### src/rtl/frame_stream_arbiter_if.sv
// Purpose: AXI-Stream bundle between NUM_INPUTS producers, the frame arbiter
//          and the single downstream consumer.
// Ports (signals):
//   dataIn/dataInTStrb/dataInTValid/dataInTLast  packed per-requester stream inputs
//   dataInTReady                                 per-requester ready back to producers
//   dataOut/dataOutTStrb/dataOutTValid/dataOutTLast  granted stream towards the buffer
//   dataOutTReady                                downstream ready
// Modports: master = arbiter side, slave = producer/consumer side.
interface frame_stream_arbiter_if #(
    parameter int unsigned NUM_INPUTS = 4,
    parameter int unsigned DATA_WIDTH = 32
);
    localparam int unsigned STRB_WIDTH = DATA_WIDTH / 8;

    logic [NUM_INPUTS*DATA_WIDTH-1:0] dataIn;
    logic [NUM_INPUTS*STRB_WIDTH-1:0] dataInTStrb;
    logic [NUM_INPUTS-1:0]            dataInTValid;
    logic [NUM_INPUTS-1:0]            dataInTLast;
    logic [NUM_INPUTS-1:0]            dataInTReady;
    logic [DATA_WIDTH-1:0]            dataOut;
    logic [STRB_WIDTH-1:0]            dataOutTStrb;
    logic                             dataOutTValid;
    logic                             dataOutTLast;
    logic                             dataOutTReady;

    modport master (
        input  dataIn, dataInTStrb, dataInTValid, dataInTLast, dataOutTReady,
        output dataInTReady, dataOut, dataOutTStrb, dataOutTValid, dataOutTLast
    );

    modport slave (
        output dataIn, dataInTStrb, dataInTValid, dataInTLast, dataOutTReady,
        input  dataInTReady, dataOut, dataOutTStrb, dataOutTValid, dataOutTLast
    );
endinterface

### src/rtl/frame_stream_arbiter.sv
// Purpose: frame-granular round-robin arbiter sharing one AXI-Stream output
//          between NUM_INPUTS producers, with max-frame-length truncation.
// Ports:
//   dataClock, dataReset  clock and synchronous active-high reset
//   bus                   stream bundle (master modport)
//   configEnable          1 = new grants allowed; 0 = finish current frame then stop
//   arbiterStatus         [31:30] state, [29:27] grant, [26] truncSticky, [25:0] beat count
//   framesForwarded       frames completed on the output (wraps)
//   framesTruncated       frames cut at MAX_FRAME_WORDS (wraps)
module frame_stream_arbiter #(
    parameter int unsigned NUM_INPUTS      = 4,
    parameter int unsigned DATA_WIDTH      = 32,
    parameter int unsigned MAX_FRAME_WORDS = 1024
) (
    input  logic                          dataClock,
    input  logic                          dataReset,
    frame_stream_arbiter_if.master        bus,
    input  logic                          configEnable,
    output logic [31:0]                   arbiterStatus,
    output logic [31:0]                   framesForwarded,
    output logic [31:0]                   framesTruncated
);
    localparam int unsigned STRB_WIDTH  = DATA_WIDTH / 8;
    localparam int unsigned GRANT_WIDTH = (NUM_INPUTS > 1) ? $clog2(NUM_INPUTS) : 1;
    // Wide enough to hold MAX_FRAME_WORDS itself after a truncating beat.
    localparam int unsigned BEAT_WIDTH  = $clog2(MAX_FRAME_WORDS + 1);

    typedef enum logic [1:0] {
        IDLE   = 2'd0,
        STREAM = 2'd1,
        DRAIN  = 2'd2
    } state_t;

    state_t                  state, stateNext;
    logic [GRANT_WIDTH-1:0]  grant, grantNext;
    logic [GRANT_WIDTH-1:0]  rrPointer, rrPointerNext;
    logic [BEAT_WIDTH-1:0]   beatCount, beatCountNext;
    logic                    truncSticky, truncStickyNext;
    logic [31:0]             framesForwardedNext, framesTruncatedNext;

    logic [DATA_WIDTH-1:0]   selData;
    logic [STRB_WIDTH-1:0]   selStrb;
    logic                    selValid, selLast;
    logic [NUM_INPUTS-1:0]   grantOneHot;
    logic [GRANT_WIDTH-1:0]  pick;
    logic                    pickValid;
    logic                    atLastBeat;

    // Select the granted requester's stream.
    always_comb begin
        selData     = '0;
        selStrb     = '0;
        selValid    = 1'b0;
        selLast     = 1'b0;
        grantOneHot = '0;
        for (int i = 0; i < NUM_INPUTS; i++) begin
            if (grant == GRANT_WIDTH'(i)) begin
                selData        = bus.dataIn[i*DATA_WIDTH +: DATA_WIDTH];
                selStrb        = bus.dataInTStrb[i*STRB_WIDTH +: STRB_WIDTH];
                selValid       = bus.dataInTValid[i];
                selLast        = bus.dataInTLast[i];
                grantOneHot[i] = 1'b1;
            end
        end
    end

    // Round-robin pick: lowest valid index above rrPointer, else lowest at or below it.
    always_comb begin
        logic                   hiFound, loFound;
        logic [GRANT_WIDTH-1:0] hiIdx, loIdx;
        hiFound = 1'b0;
        loFound = 1'b0;
        hiIdx   = '0;
        loIdx   = '0;
        for (int i = 0; i < NUM_INPUTS; i++) begin
            if (bus.dataInTValid[i]) begin
                if (GRANT_WIDTH'(i) > rrPointer) begin
                    if (!hiFound) begin
                        hiFound = 1'b1;
                        hiIdx   = GRANT_WIDTH'(i);
                    end
                end else if (!loFound) begin
                    loFound = 1'b1;
                    loIdx   = GRANT_WIDTH'(i);
                end
            end
        end
        pickValid = hiFound | loFound;
        pick      = hiFound ? hiIdx : loIdx;
    end

    assign atLastBeat = (beatCount == BEAT_WIDTH'(MAX_FRAME_WORDS - 1));

    // Next-state and stream outputs.
    always_comb begin
        stateNext           = state;
        grantNext           = grant;
        rrPointerNext       = rrPointer;
        beatCountNext       = beatCount;
        truncStickyNext     = truncSticky;
        framesForwardedNext = framesForwarded;
        framesTruncatedNext = framesTruncated;
        bus.dataOut         = '0;
        bus.dataOutTStrb    = '0;
        bus.dataOutTValid   = 1'b0;
        bus.dataOutTLast    = 1'b0;
        bus.dataInTReady    = '0;

        case (state)
            IDLE: begin
                if (configEnable && pickValid) begin
                    grantNext = pick;
                    stateNext = STREAM;
                end
            end
            STREAM: begin
                bus.dataOut       = selData;
                bus.dataOutTStrb  = selStrb;
                bus.dataOutTValid = selValid;
                bus.dataOutTLast  = selLast | atLastBeat;
                bus.dataInTReady  = grantOneHot & {NUM_INPUTS{bus.dataOutTReady}};
                if (selValid && bus.dataOutTReady) begin
                    // A genuine TLAST on the final legal beat wins over truncation.
                    if (selLast) begin
                        framesForwardedNext = framesForwarded + 32'd1;
                        rrPointerNext       = grant;
                        beatCountNext       = '0;
                        stateNext           = IDLE;
                    end else if (atLastBeat) begin
                        framesForwardedNext = framesForwarded + 32'd1;
                        framesTruncatedNext = framesTruncated + 32'd1;
                        truncStickyNext     = 1'b1;
                        beatCountNext       = beatCount + BEAT_WIDTH'(1);
                        stateNext           = DRAIN;
                    end else begin
                        beatCountNext       = beatCount + BEAT_WIDTH'(1);
                    end
                end
            end
            DRAIN: begin
                // Swallow the tail of an over-length frame.
                bus.dataInTReady = grantOneHot;
                if (selValid && selLast) begin
                    rrPointerNext = grant;
                    beatCountNext = '0;
                    stateNext     = IDLE;
                end
            end
            default: begin
                stateNext = IDLE;
            end
        endcase
    end

    // State and counter registers.
    always_ff @(posedge dataClock) begin
        if (dataReset) begin
            state           <= IDLE;
            grant           <= '0;
            rrPointer       <= GRANT_WIDTH'(NUM_INPUTS - 1);
            beatCount       <= '0;
            truncSticky     <= 1'b0;
            framesForwarded <= '0;
            framesTruncated <= '0;
        end else begin
            state           <= stateNext;
            grant           <= grantNext;
            rrPointer       <= rrPointerNext;
            beatCount       <= beatCountNext;
            truncSticky     <= truncStickyNext;
            framesForwarded <= framesForwardedNext;
            framesTruncated <= framesTruncatedNext;
        end
    end

    assign arbiterStatus = {2'(state), 3'(grant), truncSticky, 26'(beatCount)};
endmodule
### src/flat_wrapper.sv
// flat-port wrapper written by rule: the top's interface ports become plain ports
module frame_stream_arbiter_flat 
#(
    parameter int unsigned NUM_INPUTS      = 4,
    parameter int unsigned DATA_WIDTH      = 32,
    parameter int unsigned MAX_FRAME_WORDS = 1024
)
  (dataClock, dataReset, configEnable, arbiterStatus, framesForwarded, framesTruncated, bus_dataIn, bus_dataInTStrb, bus_dataInTValid, bus_dataInTLast, bus_dataOutTReady, bus_dataInTReady, bus_dataOut, bus_dataOutTStrb, bus_dataOutTValid, bus_dataOutTLast);
  frame_stream_arbiter_if #(.NUM_INPUTS(NUM_INPUTS), .DATA_WIDTH(DATA_WIDTH)) bus_i ();
  input  logic dataClock;
  input  logic dataReset;
  input  logic configEnable;
  output logic [31:0] arbiterStatus;
  output logic [31:0] framesForwarded;
  output logic [31:0] framesTruncated;
  input wire logic [$bits(bus_i.dataIn)-1:0] bus_dataIn;
  input wire logic [$bits(bus_i.dataInTStrb)-1:0] bus_dataInTStrb;
  input wire logic [$bits(bus_i.dataInTValid)-1:0] bus_dataInTValid;
  input wire logic [$bits(bus_i.dataInTLast)-1:0] bus_dataInTLast;
  input wire logic [$bits(bus_i.dataOutTReady)-1:0] bus_dataOutTReady;
  output wire logic [$bits(bus_i.dataInTReady)-1:0] bus_dataInTReady;
  output wire logic [$bits(bus_i.dataOut)-1:0] bus_dataOut;
  output wire logic [$bits(bus_i.dataOutTStrb)-1:0] bus_dataOutTStrb;
  output wire logic [$bits(bus_i.dataOutTValid)-1:0] bus_dataOutTValid;
  output wire logic [$bits(bus_i.dataOutTLast)-1:0] bus_dataOutTLast;
  assign bus_i.dataIn = bus_dataIn;
  assign bus_i.dataInTStrb = bus_dataInTStrb;
  assign bus_i.dataInTValid = bus_dataInTValid;
  assign bus_i.dataInTLast = bus_dataInTLast;
  assign bus_i.dataOutTReady = bus_dataOutTReady;
  assign bus_dataInTReady = bus_i.dataInTReady;
  assign bus_dataOut = bus_i.dataOut;
  assign bus_dataOutTStrb = bus_i.dataOutTStrb;
  assign bus_dataOutTValid = bus_i.dataOutTValid;
  assign bus_dataOutTLast = bus_i.dataOutTLast;
  frame_stream_arbiter #(.NUM_INPUTS(NUM_INPUTS), .DATA_WIDTH(DATA_WIDTH), .MAX_FRAME_WORDS(MAX_FRAME_WORDS)) u_core (.dataClock(dataClock), .dataReset(dataReset), .bus(bus_i), .configEnable(configEnable), .arbiterStatus(arbiterStatus), .framesForwarded(framesForwarded), .framesTruncated(framesTruncated));
endmodule
### config.mk
export PLATFORM = sky130hd
export DESIGN_NAME = frame_stream_arbiter_flat
export DESIGN_NICKNAME = d
export VERILOG_FILES = /design/src/rtl/frame_stream_arbiter_if.sv /design/src/rtl/frame_stream_arbiter.sv /design/src/flat_wrapper.sv
export SDC_FILE = /design/constraint.sdc
export NUM_CORES = 1
export LEC_CHECK = 0
export BUFFER_PORTS_ARGS = -buffer_cell sky130_fd_sc_hd__buf_2
export CAP_MARGIN = 20
export CORE_MARGIN = 2
export CORE_UTILIZATION = 30
export DETAILED_ROUTE_END_ITERATION = 10
export GPL_ROUTABILITY_DRIVEN = 0
export GPL_TIMING_DRIVEN = 0
export PLACE_DENSITY = 0.62
export SYNTH_ARGS = -nofsm -noshare
export SYNTH_HDL_FRONTEND = slang
export SYNTH_SLANG_ARGS = --single-unit
### constraint.sdc
create_clock -name dataClock -period 3.4 [get_ports dataClock]
set_input_delay 0.68 -clock dataClock [delete_from_list [all_inputs] [get_ports dataClock]]
set_output_delay 0.68 -clock dataClock [all_outputs]
set_load 0.1 [all_outputs]
-- Yosys cells after proc, flatten, opt, wreduce, memory -nomap -nowiden
Cells that the tools add are included.
Widths: inputs -> output; s select.
- register bits: 82
- input port bits: 156
- output and inout port bits: 138
- logic and storage cells: 118
- add/sub/neg operators: 3
- magnitude comparators: 4
- equality and inequality tests: 11
- mux-type cells: 76
- bitwise operators: 4
- reductions and logical operators: 13
- operators by type and width (cell ; number):
    $mux 32 ; 7
    $add 32x1->32 const B ; 2
    $mux 2 ; 25
    $mux 11 ; 3
    $mux 1 ; 32
    $pmux 11 s2 ; 1
    $mux 4 ; 5
    $reduce_and 4->1 ; 3
    $add 11x1->11 const B ; 1
    $eq 11x10->1 const B ; 1
    $ne 2x1->1 const B ; 4
    $pmux 4 s2 ; 1
    $eq 2x2->1 const B ; 3
    $pmux 2 s3 ; 1
    $reduce_and 3->1 ; 2
    $and 4x4->4 ; 1
    $eq 2x1->1 const B ; 2
    $gt 1x2->1 const A ; 2
    $gt 2x2->1 const A ; 2
    $logic_not 2->1 ; 2
    $pmux 2 s2 ; 1
    $reduce_bool 2->1 ; 2
    $logic_and 1x1->1 ; 3
    $ne 3x1->1 const B ; 1
    other kinds (3) ; 4

-- Logic depth before layout (Yosys ltp)
- depth in word-level cells: 13
- gate-level depth with buffers: 9
- depth with buffers taken out: 7

-- Worst setup path after synthesis
OpenSTA, ideal clock, no wires.
- kind: reg-to-output
- start: register u_core.state[0]
- end: output port bus_dataInTReady[0]
- data arrival time: 4115 ps
- data required time: 2720 ps
- setup slack: -1395 ps
- cell stages (with the launch flop): 6
- path buffers: 1
- path through: dfxtp_1 -> inv_1 -> ha_1 -> clkbuf_1 -> nor2b_1 -> nor3b_1
- longest elaborated chain between the ends: 2
- elaborated cells between the ends (all ways): 3
- those cells by class: eq/ne (2); mux (1)
- ends and longest elaborated chain (item ; line ; source):
    from (decl) ; frame_stream_arbiter.sv:34 ; state_t state, stateNext;
    from (signal assigned) ; frame_stream_arbiter.sv:166 ; state <= stateNext;
    $eq 2x2->1 / $eq 2x1->1 (equally long branches) ; frame_stream_arbiter.sv:109 ; case (state)
    $pmux 4 s2 * ; frame_stream_arbiter.sv:109 ;
    to (decl) ; flat_wrapper.sv:21 ; output wire logic [$bits(bus_i.dataInTReady)-1:0] bus_dataInTReady;
Mark *: on every way between the ends. The rest lies on a longest branch, timed or not.

-- Final worst setup path
- start: register u_core.grant[0]
- end: output port bus_dataOutTStrb[2]
- longest elaborated chain between the ends: 6
- elaborated cells between the ends (all ways): 9
- those cells by class: eq/ne (3); mux (5); reduce/logical (1)
- ends and longest elaborated chain (item ; line ; source):
    from (decl) ; frame_stream_arbiter.sv:35 ; logic [GRANT_WIDTH-1:0] grant, grantNext;
    from (signal assigned) ; frame_stream_arbiter.sv:167 ; grant <= grantNext;
    $logic_not 2->1 ; frame_stream_arbiter.sv:57 ; if (grant == GRANT_WIDTH'(i)) begin
    $mux 4 (3 in series) ; frame_stream_arbiter.sv:57 ;
    $mux 4 * ; frame_stream_arbiter.sv:57 ;
    $mux 4 * ; frame_stream_arbiter.sv:109 ;
    to (decl) ; flat_wrapper.sv:23 ; output wire logic [$bits(bus_i.dataOutTStrb)-1:0] bus_dataOutTStrb;
Marked as above.

==> flow_summary.ini <==
[clock_network]
cts_buffers = 9
clk_pin_slew_worst_paths_ns = 0.06
cts_tree = yes
cts_setup_buffers = 0
clock_latency_ns = 0.35
clock-sinks = 82
cts_resized = 11
cts_root_buf = clkbuf_16
clock_path_buffers = 2
postCtsHoldBufs = 0
cts_max_level = 3

[sta]
rsz0062_at_grt = yes
max_freq_ghz = 0.3072
finalSetupViolCount = 0
fin_crit_sh = 0.9574
worst_slew_pin_slew_ns = 0.8311
skew_ns = 0.01159
hold_violations = 0
slew_violations = 0
maxSlewHeadroom = 0.4416
min_period_ns = 3.255
whs_ns = 0.4805

[placement]
dp_hpwl_um = 18910
numPortBuffers = 277
dp.cells = 1138
placed_area_um2 = 7277

[layout]
multi_input_area_um2 = 3626
register_area_um2 = 1644
drive_gt1_frac = 0.4335
fin_nets = 1082
stdcell_area_um2 = 7610
post-route-util = 0.4236
fillCellCount = 1839
fin_cells = 1159
areaGrowthSynthToFinish_pct = 39.02

[die]
die-area_um2 = 19340
die_x_um = 139.1
coreArea_um2 = 17960
initial_core_util = 0.3047
pin_count = 294
dieHeight_um = 139.1
std_cell_rows = 49

[yosys]
synth_enable_flop_cells = 0
ys_seq_area_frac = 0.2999
netlist_top_cells_area = dfxtp_1, mux4_2, a21oi_1, and2_1, or4_1
ys_ff_latch = 82
synth-compound-area-share = 0.1243
synthSimpleGateAreaFrac = 0.2846
synth_area_per_cell_um2 = 8.872
syn-cell-area_um2 = 5474
synthAdderAreaFrac = 0.01371
synth_area_leader_cell = dfxtp_1
synth_cell_types = 50
synthMuxAreaShare = 0.1691
synthXorXnorAreaFrac = 0.04320
synthArstFlopShare = 0
yosysMostFrequentCell = dfxtp_1
synth_warnings = 0
synth_flop_cell = dfxtp_1
syn_inst = 617
synth_top_cell_area_share = 0.2999
synth_top_family_by_area = simple AND/OR/NAND/NOR gates
synth_common_cells = dfxtp_1, a21oi_1, nor2_1, and2_1, mux4_2

[critical_path]
crit_required_ns = 2.72
worstPathArrival_ns = 2.58
cp_cell_sequence = buf_6 -> clkbuf_1 -> mux4_2 -> and2_2 -> buf_2
cp_max_fo = 10
critical_path_class = reg2out
cpMaxStageDelayCell = mux4_2
cp-end-kind = primary output
cpPeakStageDelay_ns = 0.59
start_kind = register

[global_routing]
grt_start_max_net_pins = 15
grt_pass1_vias = 5561
antenna_found_initial = 6
grt_pass1_wl_um = 33700
grt_overflow = 0
track_usage = 0.2277

[detailed_routing]
vias_per_cell = 5.299
first_pass_iters = 5
drcViolationCount = 0
ant_nets = 0
routed_wl_um = 22950
wl_per_cell_um = 19.80
vias = 6142
drt-initial-drc-count = 373

[hold_path]
holdCritPathClass = reg2reg

[power]
totalPowerFinal_mw = 3.474
p_leak_nw = 3.157
vdd_drop_max_mv = 0.3628
p_per_area_nw_per_um2 = 456.5

[status]
status = finished clean

[flow_run]
cap_violations = 0
-- per-stage QoR --
stage	setup WS, ns	TNS [ns]
after global routing	-0.001581	-0.001581
after CTS	0.002349	0
final	0.1447	0
after global placement	-0.08754	-0.08754
after detailed placement	-0.1008	-0.1008
after floorplan	-0.04237	-0.04237
-- report_power, final --
| group | leakage [nW] | internal (mW) | switching [mW] | total, mW |
|---|---|---|---|---|
| registers | 0.662 | 0.977 | 0.0199 | 0.997 |
| clock network | 0.122 | 0.499 | 0.420 | 0.919 |
| logic | 2.37 | 0.414 | 1.14 | 1.56 |
-- per-layer routing --
metal,GRT usage,vias to the layer above,part of all wire
li1,-,2931,-
met4,0.09038,2,0.029
met2,0.3918,248,0.51
met5,0,-,0.00057
met1,0.2733,2932,0.40
met3,0.05628,29,0.062
-- worst max-delay path: cells and delay by family (launching register included) --
family	cells	cell delay [ns]
mux	1	0.59
simple gates	1	0.20
flops	1	0.38
buf+inv	3	1.04
-- placed cells by master (no fill, tap or decap), types with 7 or more instances in the layout --
cell type,synthesis,routed
or4_1,25,25
and3_1,7,7
buf_4,17,21
or3_1,19,19
nor4_1,15,15
o21ai_0,19,19
dfxtp_1,82,80
clkbuf_1,27,26
o31ai_1,23,23
xnor2_1,21,21
a21oi_1,51,51
buf_2,3,276
clkbuf_16,0,9
mux4_2,38,38
mux2i_1,7,7
and2_2,0,30
nand4_1,23,23
nand2_1,36,36
nor2_1,45,43
conb_1,1,16
inv_1,19,19
and4_1,9,9
nand3_1,24,24
and2_1,39,9
nor3_1,9,9
-- cells by family after synthesis --
family | count (synthesis)
AO/OA/AOI/OAI | 111
XOR/XNOR | 27
adder cells (fa/ha/maj) | 6
buffers and inverters | 72
flip-flops | 82
multiplexers | 45
other | 1
AND/OR/NAND/NOR | 273
-- registers in the layout (all words and copies together), names as in the netlist --
name,flops
u_core.state,2
u_core.framesTruncated,32
u_core.grant,2
u_core.rrPointer,2
u_core.beatCount,11
u_core.truncSticky,1
u_core.framesForwarded,32
-- final cells by class --
type | instances | share of cell area
multi-input cells | 478 | 0.4765
clock buffers | 11 | 0.03058
repair buffers | 277 | 0.1838
plain buffers | 53 | 0.03913
clock inverters | 5 | 0.005261
flip-flops and latches | 82 | 0.2160
well taps | 229 | 0.03765
inverters | 19 | 0.009372
diodes | 5 | 0.001644
-- path summary, 6_finish.rpt --
check                                               start  slack, ns  cells after the start                                      end
setup reg to reg             u_core.grant[0]$_SDFFE_PP0P_       0.48                      9   u_core.framesTruncated[9]$_SDFFE_PP0P_
hold reg to reg   u_core.framesForwarded[31]$_SDFFE_PP0P_       0.48                      2  u_core.framesForwarded[31]$_SDFFE_PP0P_
hold / removal    u_core.framesForwarded[31]$_SDFFE_PP0P_       0.48                      2  u_core.framesForwarded[31]$_SDFFE_PP0P_
setup / recovery             u_core.grant[0]$_SDFFE_PP0P_       0.14                      5                      bus_dataOutTStrb[2]
Power figures use the tool's default switching activity.
